$ cat src/rtl/mmio_led_reg.sv
//-----------------------------------------------------------------------------
// mmio_led_reg
//
// Memory-mapped LED register stage between the CPU data-memory/IO bus and
// the LED output driver. Three word registers are decoded on the bus:
//   LED_ADDR + 0 : LED pattern   (16 bits, read back as {16'b0, pattern})
//   LED_ADDR + 4 : MODE          (2 bits: 0 static, 1 blink, 2 rotate, 3 = 0)
//   LED_ADDR + 8 : PERIOD        (24 bits, clock cycles per tick minus one)
// A free-running tick counter animates the display in blink and rotate
// modes so software only has to store once.
//
// Ports:
//   clk          system clock, rising edge
//   rst          synchronous active-high reset
//   addr         CPU byte address (addr[1:0] ignored)
//   mem_write    store strobe, one cycle per store
//   mem_read     load strobe, one cycle per load
//   wdata        store data
//   rdata        registered load data (zero when no hit load)
//   rdata_valid  one-cycle pulse with rdata on a hit load
//   led_ctrl     select strobe to LED driver (low = LEDs dark)
//   led_word     data word to LED driver, bits [31:16] always zero
//-----------------------------------------------------------------------------
module mmio_led_reg #(
    parameter logic [31:0] LED_ADDR   = 32'hFFFF_FC60,
    parameter logic [23:0] PERIOD_RST = 24'd12_500_000
) (
    input  logic        clk,
    input  logic        rst,
    input  logic [31:0] addr,
    input  logic        mem_write,
    input  logic        mem_read,
    input  logic [31:0] wdata,
    output logic [31:0] rdata,
    output logic        rdata_valid,
    output logic        led_ctrl,
    output logic [31:0] led_word
);

    // Word addresses of the three registers.
    localparam logic [29:0] LED_WADDR    = LED_ADDR[31:2];
    localparam logic [29:0] MODE_WADDR   = LED_WADDR + 30'd1;
    localparam logic [29:0] PERIOD_WADDR = LED_WADDR + 30'd2;

    // Display modes (mode 3 is reserved and treated as static).
    localparam logic [1:0] MODE_STATIC = 2'd0;
    localparam logic [1:0] MODE_BLINK  = 2'd1;
    localparam logic [1:0] MODE_ROTATE = 2'd2;

    // Rotate a 16-bit pattern left by one, bit 15 wrapping into bit 0.
    function automatic logic [15:0] rotl1(input logic [15:0] v);
        return {v[14:0], v[15]};
    endfunction

    // Architectural state.
    logic [15:0] r_led;
    logic [1:0]  r_mode;
    logic [23:0] r_period;
    logic [23:0] r_cnt;
    logic        r_phase;
    logic [15:0] r_disp;
    logic [31:0] r_rdata;
    logic        r_rdata_valid;

    // Decode and control wires.
    logic        w_hit_led;
    logic        w_hit_mode;
    logic        w_hit_period;
    logic        w_store_led;
    logic        w_store_mode;
    logic        w_store_period;
    logic        w_store_any;
    logic        w_run;
    logic        w_tick;
    logic [31:0] w_rd_mux;
    logic        w_rd_hit;

    // Byte-lane bits and the unused upper store bits carry no information.
    logic w_unused_bits;
    assign w_unused_bits = ^{addr[1:0], wdata[31:24]};

    // Address decode and store qualification.
    always_comb begin
        w_hit_led      = (addr[31:2] == LED_WADDR);
        w_hit_mode     = (addr[31:2] == MODE_WADDR);
        w_hit_period   = (addr[31:2] == PERIOD_WADDR);
        w_store_led    = mem_write & w_hit_led;
        w_store_mode   = mem_write & w_hit_mode;
        w_store_period = mem_write & w_hit_period;
        w_store_any    = w_store_led | w_store_mode | w_store_period;
    end

    // Tick counter enable: only animated modes count, and any hit store
    // restarts the count instead of advancing it.
    always_comb begin
        w_run = 1'b0;
        if (w_store_any) begin
            w_run = 1'b0;
        end else begin
            case (r_mode)
                MODE_BLINK:  w_run = 1'b1;
                MODE_ROTATE: w_run = 1'b1;
                default:     w_run = 1'b0;
            endcase
        end
        w_tick = w_run & (r_cnt >= r_period);
    end

    // Load data mux, sampled from pre-store register values.
    always_comb begin
        w_rd_mux = 32'h0000_0000;
        w_rd_hit = 1'b0;
        if (mem_read) begin
            case ({w_hit_led, w_hit_mode, w_hit_period})
                3'b100: begin
                    w_rd_mux = {16'h0000, r_led};
                    w_rd_hit = 1'b1;
                end
                3'b010: begin
                    w_rd_mux = {30'h0000_0000, r_mode};
                    w_rd_hit = 1'b1;
                end
                3'b001: begin
                    w_rd_mux = {8'h00, r_period};
                    w_rd_hit = 1'b1;
                end
                default: begin
                    w_rd_mux = 32'h0000_0000;
                    w_rd_hit = 1'b0;
                end
            endcase
        end else begin
            w_rd_mux = 32'h0000_0000;
            w_rd_hit = 1'b0;
        end
    end

    // Software-visible configuration registers.
    always_ff @(posedge clk) begin
        if (rst) begin
            r_led    <= 16'h0000;
            r_mode   <= MODE_STATIC;
            r_period <= PERIOD_RST;
        end else begin
            if (w_store_led) begin
                r_led <= wdata[15:0];
            end
            if (w_store_mode) begin
                r_mode <= wdata[1:0];
            end
            if (w_store_period) begin
                r_period <= wdata[23:0];
            end
        end
    end

    // Animation state: tick counter, blink phase and rotating display image.
    // LED and MODE stores restart the animation from its visible start point
    // (phase on, display = pattern); a PERIOD store only restarts the count.
    always_ff @(posedge clk) begin
        if (rst) begin
            r_cnt   <= 24'h00_0000;
            r_phase <= 1'b1;
            r_disp  <= 16'h0000;
        end else if (w_store_led) begin
            r_cnt   <= 24'h00_0000;
            r_phase <= 1'b1;
            r_disp  <= wdata[15:0];
        end else if (w_store_mode) begin
            r_cnt   <= 24'h00_0000;
            r_phase <= 1'b1;
            r_disp  <= r_led;
        end else if (w_store_period) begin
            r_cnt   <= 24'h00_0000;
        end else if (w_tick) begin
            r_cnt <= 24'h00_0000;
            if (r_mode == MODE_BLINK) begin
                r_phase <= ~r_phase;
            end
            if (r_mode == MODE_ROTATE) begin
                r_disp <= rotl1(r_disp);
            end
        end else if (w_run) begin
            r_cnt <= r_cnt + 24'h00_0001;
        end
    end

    // Registered load response; a miss or idle cycle returns zero.
    always_ff @(posedge clk) begin
        if (rst) begin
            r_rdata       <= 32'h0000_0000;
            r_rdata_valid <= 1'b0;
        end else begin
            r_rdata       <= w_rd_mux;
            r_rdata_valid <= w_rd_hit;
        end
    end

    assign rdata       = r_rdata;
    assign rdata_valid = r_rdata_valid;

    // LED driver outputs, derived directly from state so a store shows up
    // right after its edge; reset blanks the driver immediately.
    always_comb begin
        led_ctrl = 1'b0;
        led_word = 32'h0000_0000;
        if (rst) begin
            led_ctrl = 1'b0;
            led_word = 32'h0000_0000;
        end else begin
            case (r_mode)
                MODE_BLINK: begin
                    led_ctrl = r_phase;
                    led_word = {16'h0000, r_led};
                end
                MODE_ROTATE: begin
                    led_ctrl = 1'b1;
                    led_word = {16'h0000, r_disp};
                end
                default: begin
                    led_ctrl = 1'b1;
                    led_word = {16'h0000, r_led};
                end
            endcase
        end
    end

endmodule

$ cat config.mk
export PLATFORM = sky130hd
export DESIGN_NAME = mmio_led_reg
export DESIGN_NICKNAME = d
export VERILOG_FILES = /design/src/rtl/mmio_led_reg.sv
export SDC_FILE = /design/constraint.sdc
export NUM_CORES = 1
export LEC_CHECK = 0
export CAP_MARGIN = 20
export CORE_ASPECT_RATIO = 0.7
export CORE_MARGIN = 4
export CORE_UTILIZATION = 50
export CTS_BUF_LIST = sky130_fd_sc_hd__clkbuf_4
export DETAILED_ROUTE_END_ITERATION = 8
export PLACE_DENSITY = 0.8
export SYNTH_ARGS = -nofsm -noshare
export SYNTH_HDL_FRONTEND = slang
export SYNTH_SLANG_ARGS = --single-unit
$ cat constraint.sdc
create_clock -name clk -period 4.5 [get_ports clk]
set_input_delay 0.9 -clock clk [delete_from_list [all_inputs] [get_ports clk]]
set_output_delay 0.9 -clock clk [all_outputs]
set_load 0.01 [all_outputs]
Word-level counts from Yosys, hierarchy flattened
Index checks and enable logic that the tools add are counted.
- $add $sub $neg: 1
- magnitude comparators: 1
- eq/ne operators: 9
- muxes and demuxes: 13
- bitwise operators: 9
- reductions and logical operators: 9
- operator list (operator ; count):
    two-way mux 16 bit ; 7
    equality test 30 bit (second input constant) ; 3
    case mux 24 bit (3 select lines) ; 1
    adder 24 x 1 -> 24 bit (second input constant) ; 1
    greater-or-equal comparator 24 bit ; 1
    AND reduction 3 bit ; 2
    nonzero test 3 bit ; 2
    OR reduction 3 bit ; 2
    two-way mux 1 bit ; 5
    OR reduction 5 bit ; 1
    AND 1 bit ; 4
    OR reduction 2 bit ; 2
    equality test 3 x 1 -> 1 bit (second input constant) ; 1
    equality test 3 x 2 -> 1 bit (second input constant) ; 1
    equality test 3 bit (second input constant) ; 1
    inequality test 3 bit (second input constant) ; 1
    inverter 1 bit ; 3
    equality test 2 x 1 -> 1 bit (second input constant) ; 1
    equality test 2 bit (second input constant) ; 1
    bitwise OR 1 bit ; 2
- flip-flop bits (word level): 116
- input port bits: 68
- output and inout bits: 66
- logic and storage cells: 50

Depth between registers and ports, before layout
- word-level depth: 10
- gate-level depth with buffers: 11

Least setup slack after synthesis
OpenSTA, ideal clock, no wires.
- kind: input to register
- start: input addr[7]
- end: register r_period[15]
- library setup time: 0.120 ns
- arrival time: 2.598 ns
- required time: 4.380 ns
- setup slack: 1.783 ns
- stages on the path: 10
- cell sequence: nand4bb_1 -> nor4_4 -> and3_1 -> buf_4 -> and3b_4 -> and2_4 -> buf_6 -> buf_6 -> nor2_1 -> a211o_1
- longest elaborated chain between the ends: 2
- RTL lines (element ; RTL line ; source):
    start: declaration ; 30 ; input logic [31:0] addr,
    equality test 30 bit ; 86 ; w_hit_period = (addr[31:2] == PERIOD_WADDR);
    AND 1 bit ; 89 ; w_store_period = mem_write & w_hit_period;
    end signal: assignment ; 152 ; r_period <= wdata[23:0];
    end: declaration ; 58 ; logic [23:0] r_period;
Every way passes these cells.
A chain may end at the register's enable or synchronous reset.

Worst setup path in the final report
- start: input rst
- end: output led_ctrl
- longest elaborated chain between the ends: 1
- RTL lines (element ; RTL line ; source):
    start: declaration ; 29 ; input logic rst,
    two-way mux 1 bit ; 207 ; if (rst) begin
    end: declaration ; 36 ; output logic led_ctrl,
Every way passes these cells.

==> results.toml <==
[run_status]
outcome = "finished, final reports clean"

[pwr]
leakagePower_nw = 2.705
power.combinational.fraction_pct = 6.3
clockPowerShare_pct = 32.3
power.density_nw_per_um2 = 230.9
power.switching_fraction_pct = 24.11
p_total_mw = 1.558
netSwitchingPower_uw = 375.5
power.internal_mw = 1.182
p_seq_share_pct = 61.4
max-vdd-ir-drop_uv = 147.7

[placed_design]
port_buffers = 99
place_inst = 910
gp_routability_congestion = 0.8572
dp_slack_ps = 797.1
placed_area_sq_um = 6604
dpl.hpwl_um = 10540

[setup_path]
reg2reg_slack_ps = 1980
worstPathArrival_ps = 2450
critical_path.startpoint_type = "input port"
cp-end-kind = "output pin"
worst-path-max-fanout = 61
crit-reg2reg-launch = "r_period[22]"
critPathRequiredTime_ps = 3600
reg2reg_to = "r_disp[12]"
path_class = "in2out"
reg2reg_depth = 9

[final_layout]
fill_cells = 934
antennaDiodeCount = 0
final_common_cell = "sky130_fd_sc_hd__dfxtp_1"
area_delta_synth_final_pct = 19.76
post_route_cells_drive_above_1_share_pct = 4.140
number_of_nets_in_the_final_layout = 863
final_util_pct = 61.28
layout.cell_area.non_filler_sq_um = 6748
final_cell_count_without_fillers = 926
commonest_cells_after_routing_fill_and_taps_aside = "sky130_fd_sc_hd__dfxtp_1 (108), sky130_fd_sc_hd__nor2_1 (105), sky130_fd_sc_hd__clkdlybuf4s50_1 (98)"

[synthesis]
synth-seq-area-share_pct = 38.37
mappedNetlistArea_sq_um = 5634
synth.ff_latch_count = 108
postSynthCellCount = 690
yosysWarningCount = 0
ys_types = 41
synth.avg_cell_area_sq_um = 8.165

[die]
fp-row-count = 32
floorplan.io_pins = 134
die_y_um = 96.82
floorplan.initialDensity_pct = 51.17
die_w_um = 134.9
die_area_sq_um = 13060
fp.coreArea_sq_um = 11010

[clock_network]
cts_hold_repair.buffers = 0
ctsLongestPathBuffers = 2
htreeDepth = 3
clk_pin_slew_ps = 170
clkLatencyLatePin_ps = 480
cts.root.buffer_cell = "sky130_fd_sc_hd__clkbuf_4"
cts_buffers = 9
cts_resized = 0
tritoncts_clock_tree = "built"
clock_sinks = 108
postCtsSetupRepairBufs = 0

[routing]
ant_nets = 0
met1Wirelength_um = 6483
routedWlPerCell_um = 15.57
drt_first_pass_iters = 5
drc = 0
finalWirelength_um = 14420
routed-via-count = 5166
via_per_inst = 5.579
detailroute.wirelength.met3_um = 1144
highest_layer = "met4"
drt_iter0_markers = 370
wl_met2_um = 6596

[hold_path]
whs_endpoint = "rdata[19]"
min_from = "r_period[19]"
hold_path_class = "reg2reg"
min_path_cells = 1

[timing]
setup-violations-final = 0
grt_setup_unrepaired = "false"
highest_achievable_clock_rate_mhz = 298.9
timing_hold_violations_final = 0
fin_crit_sh_pct = 74.35
minimum_setup_slack_in_the_final_design_ps = 1154
worst_slew_margin_relative_to_its_limit_pct = 29.53
timing.clock.skew_ps = 14.06
report.final.slew_viol_count = 0
max_slew.worst_pin.slew_ps = 1057
fin_setup_tns_ps = 0
period_needed_ps = 3346
worst_hold_slack_ps = 485.9

[global_route]
number_of_antenna_violations_at_the_first_check_in_global_routing = 0
grt.overflow.total = 0
first_global_vias = 4953
grt_first_pass_wirelength_um = 23780
grt_start_max_net_pins = 62
grt.total_usage_pct = 22.12

[run]
max_cap_viol_count = 0
-- worst max-delay path: stages --
cell                              delay (ps)
sky130_fd_sc_hd__buf_2                   780
sky130_fd_sc_hd__a21oi_1                 190
sky130_fd_sc_hd__clkdlybuf4s50_1         560
-- how the worst max path moves through the flow --
stage | start | to | slack, ps | cells after the start
2_1_floorplan | addr[7] | r_period[15] | 1780 | 10
3_3_place_gp | addr[30] | r_period[17] | 910 | 8
3_5_place_dp | addr[13] | r_period[11] | 800 | 8
4_1_cts | rst | led_ctrl | 1190 | 3
5_1_grt | rst | led_ctrl | 1060 | 3
6_report | rst | led_ctrl | 1150 | 3
-- per-layer routing --
layer  vias to the layer above  track usage [%]
met1                      2459            29.91
met3                        18            6.237
met5                         -                0
li1                       2470                -
met4                         0            5.164
met2                       219            35.07
-- Yosys cell counts, drive strengths merged --
cell type	count	area, sq um
dfxtp	108	2162
nor2	105	394.1
nand2	92	345.3
a21oi	41	209.0
buf	37	270.3
mux2i	37	370.4
inv	33	123.9
clkbuf	28	105.1
ha	27	337.8
o21ai	22	110.1
xnor2	19	166.4
a211oi	18	135.1
nand3	18	90.09
and3	17	106.4
nand4b	17	148.9
a22oi	14	105.1
a211o	12	105.1
nand4	9	56.30
xor2	5	43.79
nor3	4	20.02
nor4	4	40.04
and4	3	26.28
a31oi	2	12.51
and2	2	15.02
and3b	2	21.27
nand4bb	2	22.52
nor2b	2	12.51
o211a	2	20.02
o211ai	2	15.01
a21boi	1	7.510
a21o	1	7.510
conb	1	3.750
nor4bb	1	10.01
o2111ai	1	8.760
or2	1	6.260
-- state kept, by name, indices dropped and copies added (netlist names) --
name / cells
r_cnt: 24
r_period: 24
rdata: 24
r_disp: 16
r_led: 16
r_mode: 2
r_phase: 1
rdata_valid: 1
-- power by group through the flow --
stage	combinational, mW	clock, mW	sequential [mW]
final	0.0978	0.503	0.957
after global routing	0.104	0.552	0.958
after CTS	0.0967	0.513	0.957
after detailed placement	0.0964	0	0.977
after global placement	0.0949	0	0.977
after floorplan	0.0485	0	0.977
-- cell families (layout without fill, tap and decap cells) --
kind of cell,after synthesis,count (layout),share of synthesized area [%]
buf+inv,98,158,8.861
other cells,1,24,0.06656
mux,37,37,6.573
compound gates,116,116,13.06
flops,108,108,38.37
simple gates,279,279,23.34
fa+ha+maj,27,27,5.996
xor+xnor,24,24,3.731
-- area by class of cell --
cell class / instances / area (sq um) / share of cell area (%)
tap: 153 / 191.4 / 2.837
inverter: 33 / 123.9 / 1.836
clock buffer: 9 / 67.56 / 1.001
multi-input combinational: 507 / 3065 / 45.43
timing repair buffer: 109 / 1061 / 15.72
sequential: 108 / 2162 / 32.04
clock inverter: 7 / 76.32 / 1.131
No activity file was read; power rests on OpenSTA's default activity.
